===== config.mk =====
export PLATFORM = sky130hd
export DESIGN_NAME = memory_bus_arbiter_flat
export DESIGN_NICKNAME = d
export VERILOG_FILES = /design/src/rtl/memory_bus_arbiter_if.sv /design/src/rtl/memory_bus_arbiter.sv /design/src/flat_wrapper.sv
export SDC_FILE = /design/constraint.sdc
export NUM_CORES = 1
export LEC_CHECK = 0
export BUFFER_PORTS_ARGS = -buffer_cell sky130_fd_sc_hd__buf_2
export CORE_AREA = 10 10 169 171
export CTS_CLUSTER_SIZE = 12
export DETAILED_ROUTE_END_ITERATION = 8
export DIE_AREA = 0 0 179 181
export PLACE_DENSITY = 0.62
export REMOVE_ABC_BUFFERS = 1
export SYNTH_ARGS = -nofsm -noshare
export SYNTH_HDL_FRONTEND = slang
export SYNTH_SLANG_ARGS = --single-unit

===== constraint.sdc =====
create_clock -name clock -period 6 [get_ports clock]
set_input_delay 0.6 -clock clock [delete_from_list [all_inputs] [get_ports clock]]
set_output_delay 0.6 -clock clock [all_outputs]
set_load 0.01 [all_outputs]

===== src/rtl/memory_bus_arbiter_if.sv =====
// Bundle of the upstream ray-unit channels, the downstream memory master port
// and the response path shared by memory_bus_arbiter and its environment.
interface memory_bus_arbiter_if #(
  parameter int NUM_MASTERS     = 4,
  parameter int DATA_WIDTH      = 24,
  parameter int ADDRESS_WIDTH   = 32,
  parameter int MASTER_ID_WIDTH = 8
);
  logic [NUM_MASTERS*ADDRESS_WIDTH-1:0] upAddress;
  logic [NUM_MASTERS*DATA_WIDTH-1:0]    upData;
  logic [NUM_MASTERS-1:0]               upWrite;
  logic [NUM_MASTERS-1:0]               upValid;
  logic [NUM_MASTERS-1:0]               upTaken;
  logic [NUM_MASTERS*DATA_WIDTH-1:0]    dnData;
  logic [NUM_MASTERS-1:0]               dnValid;
  logic [NUM_MASTERS-1:0]               dnTaken;
  logic [MASTER_ID_WIDTH-1:0]           msID;
  logic [ADDRESS_WIDTH-1:0]             msAddress;
  logic [DATA_WIDTH-1:0]                msData;
  logic                                 msWrite;
  logic                                 msValid;
  logic                                 msTaken;
  logic [MASTER_ID_WIDTH-1:0]           smID;
  logic [DATA_WIDTH-1:0]                smData;
  logic                                 smValid;
  logic                                 smTaken;
  logic [7:0]                           dropCount;

  // Every channel transfers on valid && taken in the same cycle; the source
  // keeps valid and payload stable until that cycle.
  modport slave (
    input  upAddress, upData, upWrite, upValid, dnTaken, msTaken,
    input  smID, smData, smValid,
    output upTaken, dnData, dnValid, msID, msAddress, msData, msWrite,
    output msValid, smTaken, dropCount
  );

  modport master (
    output upAddress, upData, upWrite, upValid, dnTaken, msTaken,
    output smID, smData, smValid,
    input  upTaken, dnData, dnValid, msID, msAddress, msData, msWrite,
    input  msValid, smTaken, dropCount
  );
endinterface


===== src/rtl/memory_bus_arbiter.sv =====
// Round-robin N-to-1 memory request arbiter with a per-channel read cap and
// smID-based response routing back to the issuing channel.
module memory_bus_arbiter #(
  parameter int NUM_MASTERS     = 4,
  parameter int DATA_WIDTH      = 24,
  parameter int ADDRESS_WIDTH   = 32,
  parameter int MASTER_ID_WIDTH = 8,
  parameter int MASTER_ID_BASE  = 5,
  parameter int MAX_OUTSTANDING = 4
) (
  input logic clock,
  input logic reset,
  memory_bus_arbiter_if.slave bus
);
  localparam int PW = (NUM_MASTERS > 1) ? $clog2(NUM_MASTERS) : 1;

  logic [PW-1:0]              r_pointer;
  logic [3:0]                 r_outstanding [NUM_MASTERS];
  logic                       r_ms_valid;
  logic [MASTER_ID_WIDTH-1:0] r_ms_id;
  logic [ADDRESS_WIDTH-1:0]   r_ms_address;
  logic [DATA_WIDTH-1:0]      r_ms_data;
  logic                       r_ms_write;
  logic [7:0]                 r_drop_count;

  logic                   w_load;
  logic [NUM_MASTERS-1:0] w_eligible;
  logic                   w_found;
  logic [PW-1:0]          w_grant;
  logic [NUM_MASTERS-1:0] w_up_taken;
  int                     w_resp_idx;
  logic                   w_known;
  logic [PW-1:0]          w_resp_sel;
  logic [NUM_MASTERS-1:0] w_dn_valid;
  logic                   w_sm_taken;

  // Reset gates the load so no channel sees its request taken while the
  // output register is being cleared.
  assign w_load = !reset && (!r_ms_valid || bus.msTaken);

  always_comb begin
    w_eligible = '0;
    for (int i = 0; i < NUM_MASTERS; i++)
      w_eligible[i] = bus.upValid[i] &&
                      (bus.upWrite[i] || (r_outstanding[i] < 4'(MAX_OUTSTANDING)));
  end

  always_comb begin
    w_found = 1'b0;
    w_grant = '0;
    for (int k = 0; k < NUM_MASTERS; k++) begin
      if (!w_found && w_eligible[(int'(r_pointer) + k) % NUM_MASTERS]) begin
        w_found = 1'b1;
        w_grant = PW'((int'(r_pointer) + k) % NUM_MASTERS);
      end
    end
  end

  assign w_up_taken = (w_load && w_found) ? (NUM_MASTERS'(1) << w_grant) : '0;

  // Response routing: IDs outside the channel window are swallowed.
  always_comb begin
    w_resp_idx = int'(bus.smID) - MASTER_ID_BASE;
    w_known    = (w_resp_idx >= 0) && (w_resp_idx < NUM_MASTERS);
    w_resp_sel = PW'(w_resp_idx);
    w_dn_valid = '0;
    w_sm_taken = 1'b1;
    if (w_known) begin
      w_dn_valid[w_resp_sel] = bus.smValid;
      w_sm_taken             = bus.dnTaken[w_resp_sel];
    end
  end

  always_ff @(posedge clock) begin
    if (reset) begin
      r_pointer    <= '0;
      r_ms_valid   <= 1'b0;
      r_ms_id      <= '0;
      r_ms_address <= '0;
      r_ms_data    <= '0;
      r_ms_write   <= 1'b0;
      r_drop_count <= 8'd0;
      for (int i = 0; i < NUM_MASTERS; i++) r_outstanding[i] <= 4'd0;
    end else begin
      if (w_load) begin
        if (w_found) begin
          r_ms_valid   <= 1'b1;
          r_ms_id      <= MASTER_ID_WIDTH'(MASTER_ID_BASE + int'(w_grant));
          r_ms_address <= bus.upAddress[int'(w_grant)*ADDRESS_WIDTH +: ADDRESS_WIDTH];
          r_ms_data    <= bus.upData[int'(w_grant)*DATA_WIDTH +: DATA_WIDTH];
          r_ms_write   <= bus.upWrite[w_grant];
          r_pointer    <= PW'((int'(w_grant) + 1) % NUM_MASTERS);
        end else begin
          r_ms_valid <= 1'b0;
        end
      end
      // Simultaneous issue and retire cancel; the count is clamped both ways.
      for (int i = 0; i < NUM_MASTERS; i++) begin
        if (w_up_taken[i] && !bus.upWrite[i] && !(w_dn_valid[i] && bus.dnTaken[i])) begin
          if (r_outstanding[i] < 4'(MAX_OUTSTANDING)) r_outstanding[i] <= r_outstanding[i] + 4'd1;
        end else if (!(w_up_taken[i] && !bus.upWrite[i]) && w_dn_valid[i] && bus.dnTaken[i]) begin
          if (r_outstanding[i] != 4'd0) r_outstanding[i] <= r_outstanding[i] - 4'd1;
        end
      end
      if (bus.smValid && !w_known && r_drop_count != 8'hFF)
        r_drop_count <= r_drop_count + 8'd1;
    end
  end

  assign bus.upTaken   = w_up_taken;
  assign bus.dnValid   = w_dn_valid;
  assign bus.dnData    = {NUM_MASTERS{bus.smData}};
  assign bus.smTaken   = w_sm_taken;
  assign bus.msValid   = r_ms_valid;
  assign bus.msID      = r_ms_id;
  assign bus.msAddress = r_ms_address;
  assign bus.msData    = r_ms_data;
  assign bus.msWrite   = r_ms_write;
  assign bus.dropCount = r_drop_count;
endmodule


===== src/flat_wrapper.sv =====
// flat-port wrapper written by rule: the top's interface ports become plain ports
module memory_bus_arbiter_flat 
#(
  parameter int NUM_MASTERS     = 4,
  parameter int DATA_WIDTH      = 24,
  parameter int ADDRESS_WIDTH   = 32,
  parameter int MASTER_ID_WIDTH = 8,
  parameter int MASTER_ID_BASE  = 5,
  parameter int MAX_OUTSTANDING = 4
)
  (clock, reset, bus_upAddress, bus_upData, bus_upWrite, bus_upValid, bus_dnTaken, bus_msTaken, bus_smID, bus_smData, bus_smValid, bus_upTaken, bus_dnData, bus_dnValid, bus_msID, bus_msAddress, bus_msData, bus_msWrite, bus_msValid, bus_smTaken, bus_dropCount);
  memory_bus_arbiter_if #(.NUM_MASTERS(NUM_MASTERS), .DATA_WIDTH(DATA_WIDTH), .ADDRESS_WIDTH(ADDRESS_WIDTH), .MASTER_ID_WIDTH(MASTER_ID_WIDTH)) bus_i ();
  input logic clock;
  input logic reset;
  input wire logic [$bits(bus_i.upAddress)-1:0] bus_upAddress;
  input wire logic [$bits(bus_i.upData)-1:0] bus_upData;
  input wire logic [$bits(bus_i.upWrite)-1:0] bus_upWrite;
  input wire logic [$bits(bus_i.upValid)-1:0] bus_upValid;
  input wire logic [$bits(bus_i.dnTaken)-1:0] bus_dnTaken;
  input wire logic [$bits(bus_i.msTaken)-1:0] bus_msTaken;
  input wire logic [$bits(bus_i.smID)-1:0] bus_smID;
  input wire logic [$bits(bus_i.smData)-1:0] bus_smData;
  input wire logic [$bits(bus_i.smValid)-1:0] bus_smValid;
  output wire logic [$bits(bus_i.upTaken)-1:0] bus_upTaken;
  output wire logic [$bits(bus_i.dnData)-1:0] bus_dnData;
  output wire logic [$bits(bus_i.dnValid)-1:0] bus_dnValid;
  output wire logic [$bits(bus_i.msID)-1:0] bus_msID;
  output wire logic [$bits(bus_i.msAddress)-1:0] bus_msAddress;
  output wire logic [$bits(bus_i.msData)-1:0] bus_msData;
  output wire logic [$bits(bus_i.msWrite)-1:0] bus_msWrite;
  output wire logic [$bits(bus_i.msValid)-1:0] bus_msValid;
  output wire logic [$bits(bus_i.smTaken)-1:0] bus_smTaken;
  output wire logic [$bits(bus_i.dropCount)-1:0] bus_dropCount;
  assign bus_i.upAddress = bus_upAddress;
  assign bus_i.upData = bus_upData;
  assign bus_i.upWrite = bus_upWrite;
  assign bus_i.upValid = bus_upValid;
  assign bus_i.dnTaken = bus_dnTaken;
  assign bus_i.msTaken = bus_msTaken;
  assign bus_i.smID = bus_smID;
  assign bus_i.smData = bus_smData;
  assign bus_i.smValid = bus_smValid;
  assign bus_upTaken = bus_i.upTaken;
  assign bus_dnData = bus_i.dnData;
  assign bus_dnValid = bus_i.dnValid;
  assign bus_msID = bus_i.msID;
  assign bus_msAddress = bus_i.msAddress;
  assign bus_msData = bus_i.msData;
  assign bus_msWrite = bus_i.msWrite;
  assign bus_msValid = bus_i.msValid;
  assign bus_smTaken = bus_i.smTaken;
  assign bus_dropCount = bus_i.dropCount;
  memory_bus_arbiter #(.NUM_MASTERS(NUM_MASTERS), .DATA_WIDTH(DATA_WIDTH), .ADDRESS_WIDTH(ADDRESS_WIDTH), .MASTER_ID_WIDTH(MASTER_ID_WIDTH), .MASTER_ID_BASE(MASTER_ID_BASE), .MAX_OUTSTANDING(MAX_OUTSTANDING)) u_core (.clock(clock), .reset(reset), .bus(bus_i));
endmodule

* After elaboration in Yosys (flattened, before gate mapping)
Memories as Yosys holds them, arrays and structs flattened.
Cells that the tools add are included.
** Cells by class
- Add/sub/neg operators :: 15
- Multiply operators :: 1
- Magnitude comparators :: 13
- Equality and inequality tests :: 1
- Shift-type cells :: 3
- Muxes and demuxes :: 75
- Bitwise operators :: 12
- Reduce and logical (&&, ||, !) cells :: 64
** Operators with widths (count)
- $shiftx A128 B8 Y32 :: 1
- $shiftx A96 B32 Y24 :: 1
- $mux W1 :: 54
- $mux W4 :: 10
- $logic_and A1 B1 Y1 :: 33
- $ge A32 B1 Y1 const B :: 1
- $lt A32 B4 Y1 const B :: 1
- $logic_not A1 Y1 :: 18
- $add A4 B1 Y4 const B :: 4
- $lt A4 B3 Y1 const B :: 4
- $reduce_bool A4 Y1 :: 4
- $sub A4 B1 Y4 const B :: 4
- $bmux W1 S2 :: 6
- $lt A3 B4 Y1 const B :: 3
- $lt A2 B3 Y1 const B :: 3
- $sub A8 B3 Y9 const B :: 1
- $add A8 B1 Y8 const B :: 1
- $mux W2 :: 4
- $ne A8 B8 Y1 const B :: 1
- $or A1 B1 Y1 :: 8
- $reduce_or A2 Y1 :: 3
- $logic_or A1 B1 Y1 :: 5
- $add A2 B1 Y2 const B :: 2
- $add A2 B2 Y2 const B :: 2
- 8 further kinds :: 10
** Storage, ports and cells
- Bits in registers :: 76
- RAM bits :: 16
- Output and inout bits :: 179
- Logic and storage cells :: 192
- Memories :: 1
** Memories
- u_core.r_outstanding :: depth 4, width 4, read ports 4, clocked after Yosys merged registers in 0, wr ports 4, RTL line memory_bus_arbiter.sv:18 : logic [3:0] r_outstanding [NUM_MASTERS];

* Logic depth before layout (Yosys ltp)
An unclocked memory read counts as a cell.
- Depth after elaboration :: 27
- Mapped depth :: 14
- Mapped depth without buffers :: 14

* Worst setup path before layout
No wires, ideal clock.
- Kind :: input to register
- Start :: in bus_smID[0]
- End :: mem u_core.r_outstanding[0][3] (data pin)
- Setup time :: 256 ps
- Arrival time :: 3267 ps
- Data required time :: 5744 ps
- Slack :: 2477 ps
- Stages on the path :: 14
- Path buffers :: 0
- Cell sequence :: inv_1 > ha_1 > xor2_1 > nand2_1 > or4b_2 > nor3_1 > nand2_1 > inv_1 > ha_1 > a21o_1 > a21oi_1 > xor2_1 > nor3b_1 > a31o_2
** RTL lines
- start, declared :: RTL line flat_wrapper.sv:21 : input wire logic [$bits(bus_i.smID)-1:0] bus_smID;
- end, declared :: RTL line memory_bus_arbiter.sv:18

==> report_table.html <==
<table>
<tr><th>Metric</th><th>Value</th></tr>
<tr><th colspan="2">Drt</th></tr>
<tr><td>DRC</td><td>0</td></tr>
<tr><td>Total Routed Length</td><td>26000 um</td></tr>
<tr><td>Wire per inst</td><td>19.2 um</td></tr>
<tr><td>Ratio of routed vias to standard cells</td><td>4.73</td></tr>
<tr><td>Number of detailed-routing iterations run before antenna repair</td><td>5</td></tr>
<tr><td>Initial drt markers</td><td>265</td></tr>
<tr><td>Number of nets with antenna violations after detailed routing</td><td>0</td></tr>
<tr><td>Count of vias placed by the detailed router</td><td>6391</td></tr>
<tr><th colspan="2">Critical path</th></tr>
<tr><td>Critical Path Slowest Stage Cell</td><td>sky130_fd_sc_hd__o311ai_0</td></tr>
<tr><td>Crit path max fanout</td><td>47</td></tr>
<tr><td>Reg2Reg Setup Slack</td><td>2070 ps</td></tr>
<tr><td>Classification of the worst setup path</td><td>flip-flop to flip-flop</td></tr>
<tr><td>Critical Path Max Stage Delay</td><td>700 ps</td></tr>
<tr><td>Series of cell instances along the critical path</td><td>o21ba_1 -&gt; o311ai_0 -&gt; a221o_4 -&gt; nand4b_1 -&gt; nand2_1 -&gt; inv_1 -&gt; ha_1 -&gt; a21o_1 -&gt; a21oi_1 -&gt; xor2_1 -&gt; nor3b_1 -&gt; a31o_2</td></tr>
<tr><td>Destination of the worst register-to-register timing path</td><td>u_core.r_outstanding[0][3]</td></tr>
<tr><td>Setup crit start kind</td><td>flip-flop</td></tr>
<tr><td>RR Startpoint</td><td>u_core.r_outstanding[2][3]</td></tr>
<tr><td>Arrival time at the worst endpoint</td><td>4020 ps</td></tr>
<tr><td>Cells on worst reg2reg path</td><td>12</td></tr>
<tr><td>Type of destination of the critical path</td><td>flip-flop</td></tr>
<tr><td>Req. time, crit path</td><td>6100 ps</td></tr>
<tr><th colspan="2">Clock tree</th></tr>
<tr><td>Clock transition at the registers of the reported paths</td><td>70 ps</td></tr>
<tr><td>H-tree levels</td><td>3</td></tr>
<tr><td>Total of cells resized after clock tree synthesis</td><td>0</td></tr>
<tr><td>Insertion delay of the later-clocked pin in the worst-skew pair</td><td>340 ps</td></tr>
<tr><td>Root cell of the clock tree</td><td>sky130_fd_sc_hd__clkbuf_16</td></tr>
<tr><td>Sinks on Clock Net</td><td>86</td></tr>
<tr><td>Total clock buffers created by CTS</td><td>9</td></tr>
<tr><td>Maximum buffer depth of the clock tree</td><td>2</td></tr>
<tr><td>Cts-stage hold buffer count</td><td>0</td></tr>
<tr><td>TritonCTS clock tree</td><td>yes</td></tr>
<tr><td>Post-CTS setup repair buffer count</td><td>0</td></tr>
<tr><th colspan="2">Layout</th></tr>
<tr><td>Diode count</td><td>0</td></tr>
<tr><td>Proportion of layout cells with a drive suffix above 1</td><td>35.5%</td></tr>
<tr><td>Total of fill cells in the finished design</td><td>2742</td></tr>
<tr><td>Final design utilization</td><td>30.1%</td></tr>
<tr><td>Area Growth Syn to Fin</td><td>24.9%</td></tr>
<tr><td>Final #Nets</td><td>1305</td></tr>
<tr><td>Post-layout instance area</td><td>7550 sq um</td></tr>
<tr><td>Post-layout instance count excluding filler cells</td><td>1352</td></tr>
<tr><th colspan="2">Logic synthesis</th></tr>
<tr><td>Most frequently used cell type in the post-synthesis netlist</td><td>sky130_fd_sc_hd__nand2_1</td></tr>
<tr><td>Dominant cells by area after synthesis</td><td>sky130_fd_sc_hd__dfxtp_1 23%, sky130_fd_sc_hd__nand2_1 15%, sky130_fd_sc_hd__buf_4 12%</td></tr>
<tr><td>Post-synthesis area per instance</td><td>7.37 sq um</td></tr>
<tr><td>Proportion of synthesized chip area in sequential cells</td><td>31.1%</td></tr>
<tr><td>Area leader, netlist</td><td>sky130_fd_sc_hd__dfxtp_1</td></tr>
<tr><td>Area share of the largest cell type after synthesis</td><td>23.2%</td></tr>
<tr><td>Ranking of synthesized cells by instance count</td><td>244 x sky130_fd_sc_hd__nand2_1, 123 x sky130_fd_sc_hd__a21oi_1, 100 x sky130_fd_sc_hd__buf_4</td></tr>
<tr><td>Number of warning messages in the yosys log</td><td>0</td></tr>
<tr><td>Number of distinct library cells after synthesis</td><td>55</td></tr>
<tr><td>Flip-flop and latch count after synthesis</td><td>86</td></tr>
<tr><td>Async S/R FF share, synth</td><td>0%</td></tr>
<tr><td>Cell count after synthesis</td><td>820</td></tr>
<tr><td>Flip-flop cell with the highest count after synthesis</td><td>sky130_fd_sc_hd__dfxtp_1</td></tr>
<tr><td>Number of enable-type register cells in the synthesized netlist</td><td>16</td></tr>
<tr><td>Post-Synthesis Cell Area</td><td>6040 sq um</td></tr>
<tr><th colspan="2">STA</th></tr>
<tr><td>Setup repair after global routing missed its margin</td><td>false</td></tr>
<tr><td>Clk_skew</td><td>8.58 ps</td></tr>
<tr><td>Number of failing setup endpoints in the final timing report</td><td>0</td></tr>
<tr><td>Worst slew pin tran</td><td>1090 ps</td></tr>
<tr><td>Count of pins over their slew limit</td><td>0</td></tr>
<tr><td>Post-layout min period</td><td>3930 ps</td></tr>
<tr><td>Timing-limited maximum frequency</td><td>255 MHz</td></tr>
<tr><td>Worst slew margin</td><td>26.9%</td></tr>
<tr><td>Post-route setup TNS</td><td>0 ps</td></tr>
<tr><td>Post-route fraction of the period consumed by the critical path</td><td>65.4%</td></tr>
<tr><td>Final hold vios</td><td>0</td></tr>
<tr><th colspan="2">Worst hold path</th></tr>
<tr><td>Classification of the worst-slack hold path</td><td>flip-flop to flip-flop</td></tr>
<tr><td>Hold path startpoint</td><td>u_core.bus.msAddress[2]</td></tr>
<tr><td>Instance count along the most critical hold path</td><td>1</td></tr>
<tr><td>Worst-case hold path end point</td><td>u_core.bus.msAddress[2]</td></tr>
<tr><th colspan="2">Placed design</th></tr>
<tr><td>Cell area reported after detailed placement</td><td>7240 sq um</td></tr>
<tr><td>HPWL after detailed placement</td><td>20600 um</td></tr>
<tr><td>Number of port buffers</td><td>326</td></tr>
<tr><td>Post-placement cell count</td><td>1336</td></tr>
<tr><td>GP Congestion</td><td>0.802</td></tr>
<tr><th colspan="2">Floorplanning</th></tr>
<tr><td>Vertical extent of the die</td><td>181 um</td></tr>
<tr><td>Area inside the core boundary</td><td>25000 sq um</td></tr>
<tr><td>Site Rows</td><td>58</td></tr>
<tr><td>Die span in x</td><td>179 um</td></tr>
<tr><td>Initial cell density of the core</td><td>24.1%</td></tr>
<tr><td>Area of the die</td><td>32400 sq um</td></tr>
<tr><td>Top-Level Pins</td><td>451</td></tr>
<tr><th colspan="2">Global route</th></tr>
<tr><td>Maximum number of pins on one net before global-route repair</td><td>74</td></tr>
<tr><td>First-pass GRT wire length</td><td>38400 um</td></tr>
<tr><td>Via count of the first global-routing pass</td><td>6647</td></tr>
<tr><td>GRT Overall Usage</td><td>15.2%</td></tr>
<tr><td>Number of antenna violations at the first check in global routing</td><td>0</td></tr>
<tr><td>Leftover overflow at the end of global routing</td><td>0</td></tr>
<tr><th colspan="2">Power</th></tr>
<tr><td>Power density relative to cell area</td><td>252 nW/um^2</td></tr>
<tr><td>Final total power</td><td>1.90 mW</td></tr>
<tr><td>VDD IR max</td><td>0.106 mV</td></tr>
<tr><td>Leakage dissipation</td><td>4.06 nW</td></tr>
<tr><th colspan="2">Flow run</th></tr>
<tr><td>Number of maximum-capacitance violations</td><td>0</td></tr>
<tr><th colspan="2">Outcome</th></tr>
<tr><td>Result of the run</td><td>completed</td></tr>
</table>
[routing by layer]
metal	global-route usage [%]	part of all wire, %
met2	22.3	43
met3	8.97	14
met1	18.2	41
met5	3.20	0.33
met4	4.13	1.9
[power breakdown]
| group | internal [mW] | leakage (nW) | total [mW] | switching, mW |
|---|---|---|---|---|
| registers | 0.672 | 0.745 | 0.719 | 0.0474 |
| logic | 0.239 | 3.17 | 0.577 | 0.338 |
| clock network | 0.353 | 0.148 | 0.606 | 0.253 |
[critical path: cells and delay by family, from the launching register on]
| kind | cells | cell delay, ps |
|---|---|---|
| DFF | 1 | 420 |
| xor gates and xnor gates | 1 | 210 |
| AOI/OAI and AO/OA | 6 | 2140 |
| buffers and inverters | 1 | 90 |
| and+or+nand+nor | 3 | 540 |
| adders and majority gates | 1 | 290 |
[registers in the layout (all words and copies together) (netlist names)]
register              count
u_core.bus.msValid        1
u_core.bus.msData        24
u_core.bus.dropCount      8
u_core.r_pointer          1
u_core.r_outstanding     16
u_core.bus.msAddress     32
u_core.bus.msWrite        1
u_core.bus.msID           3
[layout by cell type, fill, tap and decap left out, types with 5 or more instances in the layout]
cell / n
sky130_fd_sc_hd__nand3_1: 12
sky130_fd_sc_hd__o21ai_0: 6
sky130_fd_sc_hd__ha_1: 13
sky130_fd_sc_hd__edfxtp_1: 16
sky130_fd_sc_hd__inv_1: 18
sky130_fd_sc_hd__and2_1: 6
sky130_fd_sc_hd__clkbuf_16: 10
sky130_fd_sc_hd__buf_4: 6
sky130_fd_sc_hd__nor2_1: 21
sky130_fd_sc_hd__a211o_1: 57
sky130_fd_sc_hd__nor4_1: 5
sky130_fd_sc_hd__dfxtp_1: 70
sky130_fd_sc_hd__nand2_1: 243
sky130_fd_sc_hd__xor2_1: 12
sky130_fd_sc_hd__buf_2: 326
sky130_fd_sc_hd__nor3_1: 5
sky130_fd_sc_hd__a21oi_1: 123
[how the worst max path moves through the flow]
stage	from	to	slack, ps	cells past startpoint
after floorplan	bus_upWrite[2]	u_core.r_outstanding[1][3]	-3940	12
after global placement	bus_upWrite[2]	u_core.r_outstanding[0][3]	1840	13
after detailed placement	bus_upWrite[2]	u_core.r_outstanding[0][3]	1810	13
after CTS	u_core.r_outstanding[2][3]	u_core.r_outstanding[0][3]	2040	12
after global routing	u_core.r_outstanding[2][3]	u_core.r_outstanding[0][3]	1700	12
final	u_core.r_outstanding[2][3]	u_core.r_outstanding[0][3]	2070	12
[cells by family (layout without fill, tap and decap cells)]
group / Yosys count / in the layout / synth area share [%]
flip-flops: 86 / 86 / 31.1
adder cells (fa/ha/maj): 16 / 16 / 3.69
other: 1 / 4 / 0.0621
AO/OA/AOI/OAI: 210 / 210 / 22.7
AND/OR/NAND/NOR: 318 / 318 / 22.0
XOR/XNOR: 16 / 16 / 2.32
multiplexers: 6 / 6 / 1.28
buffers and inverters: 167 / 366 / 16.8
[layout make-up]
| class | count | area [sq um] | share of cell area, % |
|---|---|---|---|
| Sequential cell | 86 | 1880 | 24.9 |
| Multi-Input combinational cell | 570 | 3200 | 42.4 |
| Tap cell | 330 | 413 | 5.47 |
| Inverter | 18 | 67.6 | 0.895 |
| Timing Repair Buffer | 332 | 1680 | 22.2 |
| Clock buffer | 13 | 265 | 3.51 |
| Clock inverter | 3 | 42.5 | 0.564 |
[through the flow]
step | setup WS (ps) | hold slack, ps
floorplan | -3940 | 508
CTS | 2040 | 459
finish | 2070 | 458
global route | 1700 | 473
global placement | 1840 | 439
detailed placement | 1810 | 444
No activity file was read; power rests on OpenSTA's default activity.
